[config.mk]
export PLATFORM = sky130hd
export DESIGN_NAME = dcache_gnt_monitor
export DESIGN_NICKNAME = d
export VERILOG_FILES = /design/src/rtl/dcache_gnt_monitor.sv
export SDC_FILE = /design/constraint.sdc
export NUM_CORES = 1
export LEC_CHECK = 0
export BUFFER_PORTS_ARGS = -buffer_cell sky130_fd_sc_hd__buf_2
export CAP_MARGIN = 40
export CORE_MARGIN = 4
export CORE_UTILIZATION = 45
export DETAILED_ROUTE_END_ITERATION = 8
export PLACE_DENSITY = 0.6
export SYNTH_ARGS = -nofsm -noshare
export SYNTH_HDL_FRONTEND = slang
export SYNTH_SLANG_ARGS = --single-unit
[constraint.sdc]
create_clock -name clk_i -period 5.9 [get_ports clk_i]
set_clock_uncertainty 0.2 [all_clocks]
set_input_delay 0.59 -clock clk_i [delete_from_list [all_inputs] [get_ports clk_i]]
set_output_delay 0.59 -clock clk_i [all_outputs]
set_load 0.01 [all_outputs]
[src/rtl/dcache_gnt_monitor.sv]
// Grant monitor for a dcache arbiter: per-port grant counts, wait latency and
// starvation, plus first-fault capture for illegal grant patterns.
module dcache_gnt_monitor #(
  parameter int unsigned NR_PORTS     = 5,
  parameter int unsigned CNT_WIDTH    = 16,
  parameter int unsigned STARVE_LIMIT = 64
) (
  input  logic                            clk_i,
  input  logic                            rst_ni,
  input  logic                            en_i,
  input  logic                            clear_i,
  input  logic [NR_PORTS-1:0]             req_i,
  input  logic [NR_PORTS-1:0]             gnt_i,
  output logic [NR_PORTS*CNT_WIDTH-1:0]   gnt_cnt_o,
  output logic [NR_PORTS*CNT_WIDTH-1:0]   max_wait_o,
  output logic [NR_PORTS-1:0]             starve_o,
  output logic                            fault_o,
  output logic [1:0]                      fault_type_o,
  output logic [$clog2(NR_PORTS)-1:0]     fault_port_o,
  output logic [CNT_WIDTH-1:0]            fault_time_o
);

  localparam int unsigned PW = $clog2(NR_PORTS);
  localparam logic [CNT_WIDTH-1:0] CNT_MAX = '1;
  localparam logic [CNT_WIDTH-1:0] LIMIT   = CNT_WIDTH'(STARVE_LIMIT);

  typedef enum logic {MON, FAULT} state_e;

  state_e                 state_q, state_d;
  logic [1:0]             ftype_q, ftype_d;
  logic [PW-1:0]          fport_q, fport_d;
  logic [CNT_WIDTH-1:0]   ftime_q, ftime_d;
  logic [CNT_WIDTH-1:0]   cyc_q;
  logic [CNT_WIDTH-1:0]   gnt_cnt_q  [NR_PORTS];
  logic [CNT_WIDTH-1:0]   max_wait_q [NR_PORTS];
  logic [CNT_WIDTH-1:0]   wait_q     [NR_PORTS];
  logic [CNT_WIDTH-1:0]   wait_d     [NR_PORTS];
  logic [NR_PORTS-1:0]    starve_q;

  logic [NR_PORTS-1:0]    bad_gnt;
  logic                   multi_gnt;
  logic [PW-1:0]          gnt_low, bad_low;

  // Clearing the lowest set bit leaves something only if two or more grants are set.
  always_comb begin
    bad_gnt   = gnt_i & ~req_i;
    multi_gnt = |(gnt_i & (gnt_i - NR_PORTS'(1)));
    gnt_low   = '0;
    bad_low   = '0;
    for (int i = NR_PORTS - 1; i >= 0; i--) begin
      if (gnt_i[i])   gnt_low = PW'(i);
      if (bad_gnt[i]) bad_low = PW'(i);
    end
  end

  // Fault FSM next state and capture.
  always_comb begin
    state_d = state_q;
    ftype_d = ftype_q;
    fport_d = fport_q;
    ftime_d = ftime_q;
    if (clear_i) begin
      state_d = MON;
      ftype_d = '0;
      fport_d = '0;
      ftime_d = '0;
    end else if (en_i && (state_q == MON) && (multi_gnt || (|bad_gnt))) begin
      state_d = FAULT;
      ftype_d = multi_gnt ? 2'b01 : 2'b10;
      fport_d = multi_gnt ? gnt_low : bad_low;
      ftime_d = cyc_q;
    end
  end

  // Saturating per-port wait counters.
  always_comb begin
    for (int p = 0; p < NR_PORTS; p++) begin
      wait_d[p] = wait_q[p];
      if (en_i) begin
        if (req_i[p] && !gnt_i[p])
          wait_d[p] = (wait_q[p] == CNT_MAX) ? wait_q[p] : wait_q[p] + CNT_WIDTH'(1);
        else
          wait_d[p] = '0;
      end
    end
  end

  always_ff @(posedge clk_i) begin
    if (!rst_ni) begin
      state_q  <= MON;
      ftype_q  <= '0;
      fport_q  <= '0;
      ftime_q  <= '0;
      cyc_q    <= '0;
      starve_q <= '0;
      for (int p = 0; p < NR_PORTS; p++) begin
        gnt_cnt_q[p]  <= '0;
        max_wait_q[p] <= '0;
        wait_q[p]     <= '0;
      end
    end else begin
      state_q <= state_d;
      ftype_q <= ftype_d;
      fport_q <= fport_d;
      ftime_q <= ftime_d;
      if (clear_i) begin
        cyc_q    <= '0;
        starve_q <= '0;
        for (int p = 0; p < NR_PORTS; p++) begin
          gnt_cnt_q[p]  <= '0;
          max_wait_q[p] <= '0;
          wait_q[p]     <= '0;
        end
      end else if (en_i) begin
        cyc_q <= cyc_q + CNT_WIDTH'(1);
        for (int p = 0; p < NR_PORTS; p++) begin
          wait_q[p] <= wait_d[p];
          if (req_i[p] && gnt_i[p] && (gnt_cnt_q[p] != CNT_MAX))
            gnt_cnt_q[p] <= gnt_cnt_q[p] + CNT_WIDTH'(1);
          if (wait_d[p] > max_wait_q[p])
            max_wait_q[p] <= wait_d[p];
          if (wait_d[p] == LIMIT)
            starve_q[p] <= 1'b1;
        end
      end
    end
  end

  for (genvar g = 0; g < NR_PORTS; g++) begin : g_pack
    assign gnt_cnt_o[g*CNT_WIDTH +: CNT_WIDTH]  = gnt_cnt_q[g];
    assign max_wait_o[g*CNT_WIDTH +: CNT_WIDTH] = max_wait_q[g];
  end

  assign starve_o     = starve_q;
  assign fault_o      = (state_q == FAULT);
  assign fault_type_o = ftype_q;
  assign fault_port_o = fport_q;
  assign fault_time_o = ftime_q;

endmodule

== After elaboration in Yosys (flattened, before gate mapping) ==
Memories as Yosys holds them, arrays and structs flattened.
Cells that the tools add are included.

* Flip-flop bits (word level): 43
* Bits in writable memories: 240
* Output and inout port bits: 187
* Word-level logic and storage cells: 226
* Memories: 3

{| class="wikitable"
|+ Memories
! name !! depth !! bits a word !! rd ports !! clocked after Yosys merged registers in !! write ports !! RTL line !! RTL
|-
| gnt_cnt_q || 5 || 16 || 5 || 0 || 5 || 34 || <nowiki>logic [CNT_WIDTH-1:0] gnt_cnt_q [NR_PORTS];</nowiki>
|-
| max_wait_q || 5 || 16 || 5 || 0 || 5 || 35 || <nowiki>logic [CNT_WIDTH-1:0] max_wait_q [NR_PORTS];</nowiki>
|-
| wait_q || 5 || 16 || 5 || 0 || 5 || 36 || <nowiki>logic [CNT_WIDTH-1:0] wait_q [NR_PORTS];</nowiki>
|}

* Add/sub/neg operators: 12
* $lt $le $gt $ge: 5
* Eq/ne operators: 15
* Muxes and demuxes: 115
* Bitwise operators: 35
* Reduce and logical (&&, ||, !) cells: 31

{| class="wikitable"
|+ Operator list
! operator !! number
|-
| $mux 16 || 45
|-
| $add 16x1->16 const B || 11
|-
| $eq 16x16->1 const B || 5
|-
| $eq 16x7->1 const B || 5
|-
| $gt 16x16->1 || 5
|-
| $ne 16x16->1 const B || 5
|-
| $mux 1 || 58
|-
| $mux 3 || 11
|-
| $or 1x1->1 || 30
|-
| $logic_and 1x1->1 || 17
|-
| $and 5x5->5 || 2
|-
| $reduce_and 2->1 || 5
|-
| $reduce_or 5->1 || 2
|-
| $logic_not 1->1 || 5
|-
| $not 5->5 || 1
|-
| $sub 5x1->5 const B || 1
|-
| $mux 2 || 1
|-
| $not 1->1 || 2
|-
| $reduce_or 2->1 || 1
|-
| $logic_or 1x1->1 || 1
|}

== Longest topological paths before layout ==
Gate-level depths: netlist (run 1).

* Depth after elaboration: 11
* Gate-level depth with buffers: 19
* Mapped depth without buffers: 17

== Worst setup path after synthesis (run 1) ==
Ideal clock, no wire load.

* Kind: register to register
* From: memory wait_q[2][0], in the netlist wait_q[0][32]
* To: memory max_wait_q[3][3], in the netlist max_wait_q[0][51] (data pin)
* Setup time: 0.266 ns
* Data arrival time: 3.686 ns
* Path slack: 1.748 ns
* Cell stages (with the launch flop): 17
* Path through: edfxtp_1 -> ha_1 -> nand4_1 -> or4_4 -> buf_6 -> and4_1 -> a211oi_2 -> ha_1 -> a21o_1 -> a21o_1 -> a211oi_1 -> a211o_1 -> nor2b_1 -> and4_1 -> clkbuf_1 -> clkbuf_1 -> nor2_1

{| class="wikitable"
|+ RTL lines
! item !! RTL line
|-
| start: declaration || 36
|-
| end: declaration || 35
|}

==> impl_metrics.csv, run 1 <==
group,metric,value,unit
sta,max_freq,0.188,GHz
logic_synthesis,synth_nets,1829,
final_layout,area_growth,15.8,%
floorplanning,io_pins,201,
worst_setup_path,startpoint,"wait_q[0][64]$_SDFFCE_PN0P_",
worst_setup_path,cp_slowest_cell,"and4_2",
final_layout,finalInstanceArea,19200,µm²
global_route,grt_pass1_vias,12839,
worst_setup_path,crit_path_start_kind,"flip-flop",
worst_hold_path,hold_path_class,"input port to flip-flop",
drt,drt_iter0_markers,839,
floorplanning,dieArea,40000,µm²
final_layout,layout.nets,2030,
logic_synthesis,synth_common_cells,"329 x nor2_1, 240 x edfxtp_1, 153 x inv_1, 117 x nand2_1, 91 x ha_1",
global_route,grtUsageMet1,27.8,%
global_route,grt_max_degree,73,
worst_setup_path,crit_path_max_fanout,39,
drt,routed_wl,42.1,mm
clock_network,htree_levels,2,
pwr,ir_drop,213,µV
worst_setup_path,cp_data_required_time,5940,ps
placement,place_hpwl,30.6,mm
sta,setup_ws,588,ps
floorplanning,start_util,45.5,%
global_route,grt_pass1_wl,67.4,mm
clock_network,cts_root_buffer,"clkbuf_16",
clock_network,numCtsBuffers,35,
worst_setup_path,worstPathArrival,5350,ps
placement,place_inst,2356,
drt,via_count,13104,
sta,tns,0,ps
final_layout,drive_above_1_share,16.8,%
clock_network,ctsResizeCount,0,
status,status,"finished, final reports clean",
drt,post_drt_via_cell_ratio,5.42,
placement,pre_cts_ws,594,ps
placement,dpl_cell_area,18100,µm²
run,maxCapViolations,0,
worst_setup_path,path_cells,"ha_1, nand4_1, nor4_4, nor4_1, xnor2_1, or2_2, inv_1, ha_1, a21o_1, a21o_1, a21o_1, a21oi_1, nor2_1, o311ai_1, buf_4, and4_2, buf_4, nor3_1",
pwr,internal-power,0.00373,W
logic_synthesis,synth_most_common_cell,"nor2_1",
clock_network,insertion_delay,520,ps
worst_setup_path,timing.rr.start,"wait_q[0][64]$_SDFFCE_PN0P_",
sta,period_share,90.0,%
sta,maxSlewHeadroom,40.8,%
logic_synthesis,yosysSeqAreaShare,48.7,%
logic_synthesis,netlist.area_leader.share,43.5,%
final_layout,n_antenna_cell,0,
sta,hold_viol,0,
global_route,use_met2,33.1,%
global_route,antenna_found_initial,2,
placement,io_buffers,200,
sta,slew_viol_final,0,
worst_setup_path,critPathCaptureType,"flip-flop",
floorplanning,num_rows,70,
drt,drc,0,
placement,globalplace.congestion,0.895,
logic_synthesis,ys_seq_elements,283,
sta,min_period,5310,ps
clock_network,cts.sinks,283,
logic_synthesis,yosysTopAreaCell,"edfxtp_1",
drt,drt_first_pass_iters,5,
pwr,powerDensity,261,nW/µm²
global_route,busiest_layer,"met2",
logic_synthesis,ys.flop_type,"edfxtp_1",
floorplanning,fp.dieW,200,µm
global_route,grt_overflow_total,0,
clock_network,cts_tree,"yes",
worst_hold_path,hold_path_startpoint,"clear_i",
sta,rsz0062_at_grt,"false",
logic_synthesis,ys_types,84,
global_route,grtUsageTotal,20.7,%
logic_synthesis,synthArstFlopShare,0,%
global_route,grt_use_met3,6.55,%
worst_setup_path,critPathTopFamily,"simple AND/OR/NAND/NOR gates",
logic_synthesis,ys_warn_count,0,
sta,finalSetupViolations,0,
clock_network,clk_pin_slew,60,ps
pwr,pwr-share-comb,11.2,%
pwr,p_sw_share,25.4,%
logic_synthesis,synthCells,1724,
clock_network,cts.hold.buffers_added,0,
worst_setup_path,cp_slowest_stage_delay,840,ps
logic_synthesis,synthTopCellsByArea,"edfxtp_1 43%, nor2_1 7.5%, ha_1 6.9%",
logic_synthesis,synth-edff-count,240,
floorplanning,core-area,36400,µm²
pwr,p_sw,0.00127,W
pwr,p_seq_share,47.3,%
logic_synthesis,avgSynthCellArea,9.61,µm²
pwr,p_leak,8.20,nW
worst_setup_path,criticalPathCategory,"flip-flop to flip-flop",
worst_setup_path,cp.buffers_inverters,3,
drt,antenna_left,0,
logic_synthesis,netlist_area,16600,µm²
floorplanning,dieHeight,200,µm
clock_network,cts_buffer_depth,3,
worst_setup_path,cp_common_cell,"a21o_1",
clock_network,cts_setup_buffers,0,
pwr,clkPwrFrac,41.5,%
drt,avgRoutedWirePerCell,17.4,µm
final_layout,layout.cells.non_filler,2416,
sta,worstMarginPinSlew,888,ps
final_layout,fillers,3381,
## cells in the final DEF, fill, tap and decap left out, drive strengths merged, types with 4 or more instances in the layout
cell / n
nand4: 56
a21o: 19
a41oi: 4
and4: 17
a211oi: 5
edfxtp: 240
o21ai: 36
a31o: 5
and2: 9
nor2b: 20
or3: 17
nand2b: 17
clkinv: 8
buf: 223
a31oi: 7
o31a: 5
nor2: 330
xor2: 66
a21oi: 54
mux2i: 23
o31ai: 4
nand2: 117
and3: 31
clkbuf: 52
dfxtp: 43
or2: 29
ha: 91
xnor2: 59
o21a: 5
o211ai: 5
inv: 156
nor4: 18
nand3: 81
nor3: 49
## flip-flops by register name, summed over array words and instances, names as in the netlist
| signal | flops |
|---|---|
| gnt_cnt_q | 80 |
| starve_o | 5 |
| wait_q | 80 |
| fault_type_o | 2 |
| fault_time_o | 16 |
| cyc_q | 16 |
| fault_port_o | 3 |
| fault_o | 1 |
| max_wait_q | 80 |
## path summary, 6_finish.rpt
path	to	slack, ps	cells after the start
min reg2reg	starve_o[2]$_SDFFE_PP0P_	260	2
max reg2reg	max_wait_q[0][37]$_SDFFCE_PN0P_	590	18
min	starve_o[1]$_SDFFE_PP0P_	250	4
max	max_wait_q[0][37]$_SDFFCE_PN0P_	590	18
## worst min-delay path, cell delays in order
cell	delay, ps
buf_2	90
nor2b_2	90
nand2_1	90
o21ai_1	50
## layout make-up
class,count,area [µm²],area share (%)
Timing Repair Buffer,223,1190,6.22
Inverter,157,589,3.07
Multi-Input combinational cell,1225,7660,39.9
Sequential cell,283,8070,42.0
Clock inverter,8,66.3,0.345
Clock buffer,52,1030,5.38
Tap cell,468,586,3.05
## cells by family (layout without fill, tap and decap cells)
logic type,count (synthesis),after routing,synth area share [%]
AO/OA/AOI/OAI,178,178,7.15
XOR/XNOR,125,125,6.61
adder cells (fa/ha/maj),93,93,6.99
buffers and inverters,216,440,5.28
flip-flops,283,283,48.7
multiplexers,26,26,1.59
AND/OR/NAND/NOR,803,803,23.7
## layer usage
layer,share of wire (%),up-vias
met2,46,326
met3,7.7,54
met5,0.031,-
li1,-,6447
met1,45,6275
met4,1.8,2
## per-stage QoR
step                power, W  utilization [%]  hold WS, ps
global route         0.00523             52.7          249
CTS                  0.00506             52.7          227
global placement     0.00296             49.6          252
finish               0.00500             52.7          254
floorplan            0.00276                -          266
detailed placement   0.00297             49.7          255
## power groups by stage
stage                     Combinational [W]  Sequential (W)  Clock (W)
after floorplan                    0.000333         0.00242          0
after global placement             0.000556         0.00240          0
after detailed placement           0.000564         0.00241          0
final                              0.000559         0.00237    0.00207
after CTS                          0.000567         0.00237    0.00213
after global routing               0.000628         0.00238    0.00222
Power figures use the tool's default switching activity.
==> run 2, diff against run 1 <==
--- a/config.mk
+++ b/config.mk
@@ -10,6 +10,7 @@
 export CORE_MARGIN = 4
 export CORE_UTILIZATION = 45
 export DETAILED_ROUTE_END_ITERATION = 8
+export HOLD_SLACK_MARGIN = 0.08
 export PLACE_DENSITY = 0.6
 export SYNTH_ARGS = -nofsm -noshare
 export SYNTH_HDL_FRONTEND = slang
==> constraint.sdc (replaced) <==
create_clock -name clk_i -period 5.7 [get_ports clk_i]
set_clock_uncertainty 0.2 [all_clocks]
set_input_delay 0.57 -clock clk_i [delete_from_list [all_inputs] [get_ports clk_i]]
set_output_delay 0.57 -clock clk_i [all_outputs]
set_load 0.01 [all_outputs]
==> impl_metrics.csv, run 2 (synthesized netlist as in run 1, its figures left out) <==
group,metric,value,unit
sta,worstMarginPinSlew,864,ps
sta,rsz0062_at_grt,"false",
clock_network,clk_pin_slew,60,ps
worst_setup_path,critPathCaptureType,"flip-flop",
clock_network,cts_root_buffer,"clkbuf_16",
placement,globalplace.congestion,0.850,
clock_network,numCtsBuffers,34,
clock_network,cts_setup_buffers,0,
drt,drc,0,
global_route,grt_pass1_vias,12763,
drt,drt_first_pass_iters,5,
worst_setup_path,crit_path_max_fanout,59,
sta,finalSetupViolations,0,
drt,top_layer_used,"met5",
pwr,p_leak,8.19,nW
placement,io_buffers,200,
global_route,grt_pass1_wl,67.2,mm
worst_setup_path,reg2reg_depth,17,
drt,routed_wl,41.9,mm
floorplanning,core-area,36400,µm²
pwr,p_seq_share,47.3,%
clock_network,cts_buffer_depth,3,
pwr,p_sw_share,25.8,%
final_layout,largestRegisters,"gnt_cnt_q x80, max_wait_q x80, wait_q x80",
floorplanning,num_rows,70,
worst_hold_path,hold_path_class,"flip-flop to flip-flop",
run,maxCapViolations,0,
pwr,power,0.00519,W
global_route,antenna_found_initial,3,
sta,max_freq,0.195,GHz
sta,maxSlewHeadroom,42.4,%
sta,hold_viol,0,
clock_network,insertion_delay,520,ps
clock_network,htree_levels,2,
floorplanning,io_pins,201,
worst_setup_path,rrSetupSlack,570,ps
sta,tns,0,ps
floorplanning,dieHeight,200,µm
worst_setup_path,cp_data_required_time,5750,ps
final_layout,area_growth,15.6,%
drt,wl_met3,3.51,mm
pwr,ir_drop,192,µV
drt,met1_length,18.4,mm
clock_network,ctsResizeCount,0,
pwr,pwr-share-comb,11.2,%
floorplanning,fp.dieW,200,µm
drt,drt_iter0_markers,891,
final_layout,final_common_cell,"nor2_1",
worst_setup_path,crit_path_start_kind,"flip-flop",
pwr,p_sw,0.00134,W
worst_setup_path,timing.rr.start,"wait_q[0][64]$_SDFFCE_PN0P_",
final_layout,regArea,8070,µm²
final_layout,layout.nets,2024,
worst_setup_path,reg2reg_to,"max_wait_q[0][54]$_SDFFCE_PN0P_",
pwr,powerDensity,271,nW/µm²
drt,avgRoutedWirePerCell,17.4,µm
pwr,internal-power,0.00385,W
final_layout,layout_common_cells,"329 x nor2_1, 240 x edfxtp_1, 200 x buf_2",
placement,place_hpwl,30.3,mm
clock_network,cts.sinks,283,
sta,period_share,90.0,%
sta,slew_viol_final,0,
drt,met2_length,18.8,mm
worst_hold_path,hold_path_startpoint,"starve_o[0]$_SDFFE_PP0P_",
worst_hold_path,min_path_cells,2,
final_layout,fillers,3364,
floorplanning,dieArea,40000,µm²
sta,min_period,5130,ps
global_route,grtUsageTotal,20.6,%
worst_setup_path,criticalPathCategory,"flip-flop to flip-flop",
clock_network,cts.hold.buffers_added,0,
final_layout,drive_above_1_share,16.8,%
global_route,grt_overflow_total,0,
drt,post_drt_via_cell_ratio,5.41,
pwr,clkPwrFrac,41.5,%
final_layout,multi_input_area,7660,µm²
status,status,"finished, final reports clean",
worst_setup_path,worstPathArrival,5170,ps
worst_hold_path,hold_end,"starve_o[0]$_SDFFE_PP0P_",
global_route,grt_max_degree,81,
drt,via_count,13060,
drt,antenna_left,0,
clock_network,cts_tree,"yes",
floorplanning,start_util,45.5,%
run 2: final cells by class:
type,instances,share of cell area [%]
clock inverter,8,0.366
sequential,283,42.1
timing repair buffer,218,6.10
antenna,1,0.0131
clock buffer,53,5.35
inverter,157,3.07
tap,468,3.05
multi-input combinational,1225,40.0
run 2: metal layers:
metal  track usage (%)  vias to the layer above
met5                 0                        -
met4              6.94                        4
met3              7.03                       81
met2              32.3                      352
met1              27.1                     6186
li1                  -                     6437
run 2: worst max path at each step:
stage | startpoint | cells after the start | to | slack [ps]
2_1_floorplan | wait_q[0][32]$_SDFFCE_PN0P_ | 16 | max_wait_q[0][51]$_SDFFCE_PN0P_ | 1550
3_3_place_gp | wait_q[0][64]$_SDFFCE_PN0P_ | 17 | max_wait_q[0][78]$_SDFFCE_PN0P_ | 680
3_5_place_dp | wait_q[0][64]$_SDFFCE_PN0P_ | 17 | max_wait_q[0][43]$_SDFFCE_PN0P_ | 600
4_1_cts | wait_q[0][64]$_SDFFCE_PN0P_ | 17 | max_wait_q[0][54]$_SDFFCE_PN0P_ | 590
5_1_grt | wait_q[0][64]$_SDFFCE_PN0P_ | 17 | max_wait_q[0][54]$_SDFFCE_PN0P_ | 220
6_report | wait_q[0][64]$_SDFFCE_PN0P_ | 17 | max_wait_q[0][54]$_SDFFCE_PN0P_ | 570
run 2: per-stage QoR:
stage          hold slack (ps)  setup WS, ps  util [%]  area, µm²  instances
2_1_floorplan              266          1550         -      16600       1724
3_3_place_gp               238           683      49.5      18000       2350
3_5_place_dp               241           597      49.6      18100       2351
4_1_cts                    248           585      52.6      19200       2412
5_1_grt                    268           218      52.6      19200       2412
6_report                   244           572      52.6      19200       2413
run 2: power groups by stage:
stage | combinational (W) | clock [W] | sequential [W]
CTS | 0.000588 | 0.00220 | 0.00245
floorplan | 0.000344 | 0 | 0.00251
finish | 0.000580 | 0.00215 | 0.00245
global placement | 0.000576 | 0 | 0.00249
detailed placement | 0.000585 | 0 | 0.00249
global route | 0.000650 | 0.00228 | 0.00247
run 2: critical path, stage by stage, from the launching register on:
cell      delay, ps
edfxtp_1        430
ha_1            250
nand4_1         270
nor4_4          450
nor4_1          120
xnor2_1         140
or2_2           320
inv_1            70
ha_1            230
a21o_1          160
a21o_1          160
a21o_1          170
a21oi_1         160
nor2_1           60
o311ai_1        530
and4_2          690
buf_12          360
nor3_1           70
